<file path="src/rtl/program_loader.sv">
// Boot loader: receives a little-endian word count N followed by N
// little-endian 32-bit words over a UART byte stream, writes them into
// instruction memory, answers with an ACK/ERR byte and then releases the
// core from reset.
module program_loader #(
  parameter int unsigned ADDR_W   = 14,
  parameter logic [7:0]  ACK_BYTE = 8'hAA,
  parameter logic [7:0]  ERR_BYTE = 8'hEE
) (
  input  logic              clk,
  input  logic              rstn,
  input  logic [7:0]        rx_data,
  input  logic              rx_valid,
  output logic [7:0]        tx_data,
  output logic              tx_start,
  input  logic              tx_busy,
  output logic              imem_we,
  output logic [ADDR_W-1:0] imem_addr,
  output logic [31:0]       imem_wdata,
  output logic              core_rstn,
  output logic [2:0]        state_o
);

  typedef enum logic [2:0] {
    S_HDR   = 3'd0,
    S_LOAD  = 3'd1,
    S_WRITE = 3'd2,
    S_ACK   = 3'd3,
    S_RUN   = 3'd4,
    S_ERR   = 3'd5
  } state_t;

  // Largest legal word count; 33 bits so the compare against a full
  // 32-bit header value cannot overflow.
  localparam logic [32:0] CAPACITY = 33'd1 << ADDR_W;

  state_t            state;
  logic [1:0]        byte_cnt;
  logic [ADDR_W:0]   word_cnt;   // one extra bit so N == capacity does not wrap
  logic [ADDR_W:0]   n_words;
  logic [23:0]       asm_buf;    // bytes 0..2 of the word/header being assembled
  logic [23:0]       asm_nxt;
  logic [31:0]       full_word;
  logic [ADDR_W:0]   word_cnt_inc;
  logic              hdr_too_big;

  // The 4th byte completes the word directly from rx_data, so a word is
  // available on the same edge its last byte is sampled.
  assign full_word    = {rx_data, asm_buf};
  assign word_cnt_inc = word_cnt + (ADDR_W + 1)'(1);
  assign hdr_too_big  = {1'b0, full_word} > CAPACITY;
  assign state_o      = state;

  // Drop the incoming byte into its slot of the assembly buffer.
  always_comb begin
    // NOTE: default assignment first so no path leaves asm_nxt unassigned
    // (otherwise a latch is inferred).
    asm_nxt = asm_buf;
    case (byte_cnt)
      2'd0:    asm_nxt[7:0]   = rx_data;
      2'd1:    asm_nxt[15:8]  = rx_data;
      2'd2:    asm_nxt[23:16] = rx_data;
      default: asm_nxt        = asm_buf;
    endcase
  end

  // Loader FSM with registered outputs.
  always_ff @(posedge clk or negedge rstn) begin
    if (!rstn) begin
      state      <= S_HDR;
      byte_cnt   <= 2'd0;
      word_cnt   <= '0;
      n_words    <= '0;
      asm_buf    <= '0;
      imem_we    <= 1'b0;
      imem_addr  <= '0;
      imem_wdata <= '0;
      tx_start   <= 1'b0;
      tx_data    <= 8'h00;
      core_rstn  <= 1'b0;
    end else begin
      // NOTE: non-blocking assignments throughout so every register sees
      // the pre-edge value of every other register.
      imem_we  <= 1'b0;
      tx_start <= 1'b0;

      case (state)
        S_HDR: begin
          if (rx_valid) begin
            byte_cnt <= byte_cnt + 2'd1;
            asm_buf  <= asm_nxt;
            if (byte_cnt == 2'd3) begin
              if (full_word == 32'd0) begin
                state <= S_ACK;
              end else if (hdr_too_big) begin
                state <= S_ERR;
              end else begin
                n_words  <= full_word[ADDR_W:0];
                word_cnt <= '0;
                state    <= S_LOAD;
              end
            end
          end
        end

        S_LOAD: begin
          if (rx_valid) begin
            byte_cnt <= byte_cnt + 2'd1;
            asm_buf  <= asm_nxt;
            if (byte_cnt == 2'd3) begin
              imem_we    <= 1'b1;
              imem_addr  <= word_cnt[ADDR_W-1:0];
              imem_wdata <= full_word;
              state      <= S_WRITE;
            end
          end
        end

        S_WRITE: begin
          // The write itself is on the bus this cycle; a byte arriving now
          // starts the next word.
          word_cnt <= word_cnt_inc;
          state    <= (word_cnt_inc == n_words) ? S_ACK : S_LOAD;
          if (rx_valid) begin
            byte_cnt <= byte_cnt + 2'd1;
            asm_buf  <= asm_nxt;
          end
        end

        S_ACK: begin
          // One cycle of tx_start, then leave on the following edge.
          if (tx_start) begin
            core_rstn <= 1'b1;
            state     <= S_RUN;
          end else if (!tx_busy) begin
            tx_start <= 1'b1;
            tx_data  <= ACK_BYTE;
          end
        end

        S_ERR: begin
          if (tx_start) begin
            byte_cnt <= 2'd0;
            word_cnt <= '0;
            n_words  <= '0;
            asm_buf  <= '0;
            state    <= S_HDR;
          end else if (!tx_busy) begin
            tx_start <= 1'b1;
            tx_data  <= ERR_BYTE;
          end
        end

        S_RUN: begin
          core_rstn <= 1'b1;
        end

        default: begin
          state <= S_HDR;
        end
      endcase
    end
  end

endmodule

</file>
<file path="config.mk">
export PLATFORM = sky130hd
export DESIGN_NAME = program_loader
export DESIGN_NICKNAME = d
export VERILOG_FILES = /design/src/rtl/program_loader.sv
export SDC_FILE = /design/constraint.sdc
export NUM_CORES = 1
export LEC_CHECK = 0
export CORE_MARGIN = 5
export CORE_UTILIZATION = 45
export DETAILED_ROUTE_END_ITERATION = 12
export DONT_BUFFER_PORTS = 1
export GPL_TIMING_DRIVEN = 1
export MAX_ROUTING_LAYER = met4
export SKIP_LAST_GASP = 1
export SYNTH_ARGS = -nofsm -noshare
export SYNTH_HDL_FRONTEND = slang
export SYNTH_SLANG_ARGS = --single-unit
</file>
<file path="constraint.sdc">
create_clock -name clk -period 2.8 [get_ports clk]
set_input_delay 0.56 -clock clk [delete_from_list [all_inputs] [get_ports clk]]
set_output_delay 0.56 -clock clk [all_outputs]
set_load 0.05 [all_outputs]
</file>
# Word-level counts from Yosys, hierarchy flattened
# Cells that the tools add are included.
# totals
ff_bits	116
latchBits	0
mem_bits_rw	0
romBits	0
inputBits	12
out_inout_bits	60
mem_count	0
# classes
n_addsub	2
multipliers	0
n_div	0
n_lt_le_gt_ge	1
n_eq_ne	25
n_shift	0
muxes	43
bitwise_logic	1
reduce_logical	20
# op_table
operator	n
two-way mux 15 bit	9
two-way mux 8 bit	7
two-way mux 24 bit	2
one-hot mux 24 bit (2 select lines)	1
one-hot mux 15 bit (3 select lines)	1
> comparator 32 x 15 -> 1 bit (second input constant)	1
zero test 32 bit	1
one-hot mux 15 bit (2 select lines)	1
two-way mux 3 bit	8
!= test 2 bit (second input constant)	12
one-hot mux 3 bit (6 select lines)	1
one-hot mux 8 bit (2 select lines)	1
adder 15 x 1 -> 15 bit (second input constant)	1
== test 15 bit	1
AND reduction 4 bit	3
AND reduction 6 bit	2
!= test 2 x 1 -> 1 bit (second input constant)	4
nonzero test 2 bit	4
two-way mux 1 bit	7
AND reduction 7 bit	1
== test 3 x 2 -> 1 bit (second input constant)	2
== test 3 bit (second input constant)	2
two-way mux 2 bit	3
AND reduction 3 bit	2
other kinds (14)	15

# Depth between registers and ports, before layout
# depth
ltp_word	6
depth_mapped	9
ltp_nobuf	7

# Worst setup path after synthesis
# No wires, ideal clock.
# synth_timing
kind	register to register
start	register state[2] (netlist: state_o[2])
end	register n_words[10]
setup_time_ns	0.066
arrival_time_ns	2.221
t_required_ns	2.734
setup_slack_ns	0.514
path_stages_with_launch	8
n_path_buf	2
period_less_slack_ns	2.286
path_cell_list	dfrtp_1 buf_6 or3_4 or4_4 o221ai_2 nand2b_4 buf_6 a22o_1
# synth_between
elab_chain_len	3
# synth_rtl
element	line_no	source
start, declared	37	state_t state;
start signal, assigned	123	state <= (word_cnt_inc == n_words) ? S_ACK : S_LOAD;
== test 3 bit or zero test 3 bit (tied branches)	87	case (state)
!= test 2 bit (no source line) or nonzero test 2 bit (tied branches)	n/a	
AND reduction 6 bit (no source line)	n/a	
end signal, assigned	98	n_words <= full_word[ADDR_W:0];
end, declared	40	logic [ADDR_W:0] n_words;
# Parallel ways exist; a longest one is shown, timed or not.
# A chain may end at the register's enable or synchronous reset.

# Worst setup path after layout
# layout_timing
start	register state[1] (netlist: state_o[1])
end	register n_words[0]
# The elaborated chain is that of the path after synthesis.

==> results by group <==
Run status
  • Violated checks: hold timing
  • Status: complete, but fails checks

Pwr
  • Max IR drop VDD: about 0.0003 V
  • Switch share: 0.215
  • Pint: 2.31 mW
  • Logic pwr share: 0.005
  • Pwr dens: 538 nW/um^2
  • Net Sw Power: roughly 0.63 mW
  • Sequential share of power: 0.539
  • Total chip power: between 2 and 3 mW
  • Clk pwr share: 0.456
  • LEAKAGE: around 2.7 nW

Clock tree
  • Root Driver: clkbuf_16
  • Post CTS Setup Buffer Count: 0
  • CTS sink count: between 100 and 150
  • CTS H-tree depth: 3
  • CTS tree: done
  • TritonCTS Buffers: 9
  • Clock buffer depth: 2
  • Clock slew at reported path FFs: around 0.070 ns
  • Worst-skew pair later-pin latency: between 0.3 and 0.4 ns

Synthesis
  • Cells after Synth: between 500 and 600
  • Synthesis Warnings: 0
  • FF+latch count, synth: between 100 and 150
  • Synth unique cells: between 40 and 50
  • Top cells by area, synth: dfrtp_1 54%, nand2_1 14%, o21ai_0 3.3%
  • Share of the synthesized area in the top cell type: 0.540
  • Async set or reset register ratio after synthesis: 1.00
  • Avg Cell Area, Syn: 9.18 um^2
  • Largest area contributor in the netlist: dfrtp_1
  • Netlist Area Pre-Place: ~5100 um^2
  • Sequential fraction of the synthesis area: 0.540
  • Main synth FF type: dfrtp_1
  • EDFF count, synth: 0

Layout
  • Commonest cells after routing, fill and taps aside: 185 x nand2_1, 109 x dfrtp_1, 34 x o21ai_0
  • Layout cells sized above 1: 0.0625
  • Layout area overhead: 7.42%
  • Layout Nets: approximately 560
  • Layout Utilization: 0.498
  • Ant diodes: 0
  • Most common cell after layout, fill and taps aside: nand2_1

Place
  • Routability-driven placement congestion ratio: just under 0.9
  • HPWL after detailed placement: between 8 and 9 mm
  • IO Port Bufs: 0

Timing
  • Slew Limit Fails: 0
  • Worst rel slew slack: 0.262
  • Final worst path period share: 0.858
  • Minimum clock period: ~2.4 ns
  • Fin Setup TNS: 0 ns
  • Final setup vio count: 0
  • WHS: -0.104 ns
  • Final Hold Viols: 110
  • Setup Skew: 0.0142 ns
  • Worst slew pin tran: 1.10 ns
  • RSZ-0062 raised after global routing: no
  • Fmax: 416 MHz

Worst setup path
  • FF-to-FF path depth: 6
  • Crit Path Class: register to register
  • Crit path DAT: approximately 2.6 ns
  • Crit end category: register
  • WP data required: roughly 3.0 ns
  • Startpoint Class: register
  • CP Max Fanout: 15

Floorplanning
  • Full die area: about 14000 um^2
  • Die Wd: 116 um
  • Die Y: roughly 120 um
  • I/O pin count: 72
  • Site Rows: 38
  • Starting Density: 0.464
  • Core ar.: between 10000 and 15000 um^2

Global routing
  • Largest net degree at the start of global routing: 111
  • Vias in the first global route: 3790
  • GRT Util Overall: 0.190
  • Global-route wire length before repair: a little under 20 mm
  • Gr ovfl total: 0
  • Initial antenna violation count: 0

Run
  • Max Cap Viol: 0

Routing
  • Via count: approximately 3800
  • Via/cell ratio: approximately 5.5
  • Post-route ant nets: 0
  • Initial DRC Count: about 170
  • Remaining DRCs: 0
  • Detailed-route wire length: 11.6 mm
  • Routed len/inst: between 15 and 20 um
  • Drt first pass iters: 4

Worst hold path
  • HP Class: primary input to asynchronous set/reset pin
==> worst paths after layout <==
kind | startpoint | end | slack [ns]
worst max register to register | state_o[1]$_DFFE_PN0P_ | n_words[0]$_DFFE_PN0P_ | 0.40
min in group clk | rx_data[6] | imem_wdata[30]$_DFFE_PN0P_ | 0.30
worst min-delay path | rstn | imem_addr[5]$_DFFE_PN0P_ | -0.10
max in group asynchronous | rstn | imem_wdata[7]$_DFFE_PN0P_ | 2.70
worst max-delay path | state_o[1]$_DFFE_PN0P_ | n_words[0]$_DFFE_PN0P_ | 0.40
worst min register to register | asm_buf[22]$_DFFE_PN0P_ | imem_wdata[22]$_DFFE_PN0P_ | 0.50
==> kinds of logic after synthesis <==
group           count (synthesis)  synth area share
other cells                     1          0.000736
simple gates                  269             0.233
compound gates                104             0.133
buf+inv                        44            0.0422
fa+ha+maj                       5            0.0123
mux                             4           0.00811
flops                         110             0.540
xor+xnor                       18            0.0310
==> metrics by stage <==
stage	worst slack, ns	std cells	instance area, um^2
after floorplan	0.514	556	5100
after global placement	0.504	668	5160
after detailed placement	0.417	668	5160
after CTS	0.389	684	5470
after global routing	0.0998	684	5470
final	0.398	684	5470
==> area by class of cell <==
cell class | instances | area [um^2]
fill | 1035 | 5510
sequential | 110 | 2750
multi-input combinational | 402 | 2130
clock buffer | 10 | 229
tap | 140 | 175
clock inverter | 6 | 86.3
timing repair buffer | 10 | 75.1
inverter | 6 | 22.5
==> flip-flops by register name, indices dropped and copies added (netlist names) <==
signal      count
n_words        15
byte_cnt        2
imem_we         1
asm_buf        24
core_rstn       1
tx_start        1
imem_wdata     32
imem_addr      14
state_o         3
tx_data         2
word_cnt       15
==> critical path, cell delays in order, from the launching register on <==
cell      delay, ns
dfrtp_1        0.46
buf_4          0.25
nor2b_1        0.25
nand2_1        0.28
nand2_1        0.54
nand2b_4       0.22
a22o_1         0.28
==> power by group through the flow <==
stage | sequential (mW) | combinational [mW] | clock [mW]
after detailed placement | 1.62 | 0.0145 | 0
final | 1.59 | 0.0144 | 1.34
after global routing | 1.59 | 0.0158 | 1.44
after global placement | 1.62 | 0.0147 | 0
after floorplan | 1.62 | 0.0130 | 0
after CTS | 1.59 | 0.0146 | 1.38
==> timing repair <==
item,CTS,global route
endpoints found under the hold margin,110,110
resized for setup,0,0
setup endpoints to repair,0,0
==> layer usage <==
metal / global-route usage / vias up / share of wire
li1: - / 1845 / -
met1: 0.251 / 1829 / 0.47
met2: 0.289 / 83 / 0.47
met3: 0.0415 / 15 / 0.046
met4: 0.0704 / 0 / 0.017
met5: - / - / 0
==> Yosys cell counts (all sizes together), types with 2 or more instances <==
| cell | number |
|---|---|
| o31ai | 2 |
| nor2 | 22 |
| o2111ai | 2 |
| nor3b | 3 |
| and3 | 6 |
| nand2b | 4 |
| dfrtp | 110 |
| o21bai | 2 |
| o21ai | 34 |
| a311oi | 2 |
| nor2b | 6 |
| nand4 | 5 |
| inv | 6 |
| and4 | 2 |
| nand2 | 185 |
| xnor2 | 10 |
| a21oi | 23 |
| a22o | 16 |
| o22a | 8 |
| or3 | 3 |
| clkbuf | 19 |
| nor4 | 8 |
| nand3 | 11 |
| xor2 | 8 |
| ha | 5 |
| and2 | 4 |
| mux2i | 3 |
| buf | 19 |
| a31oi | 9 |
| nor3 | 7 |
Power figures use the tool's default switching activity.
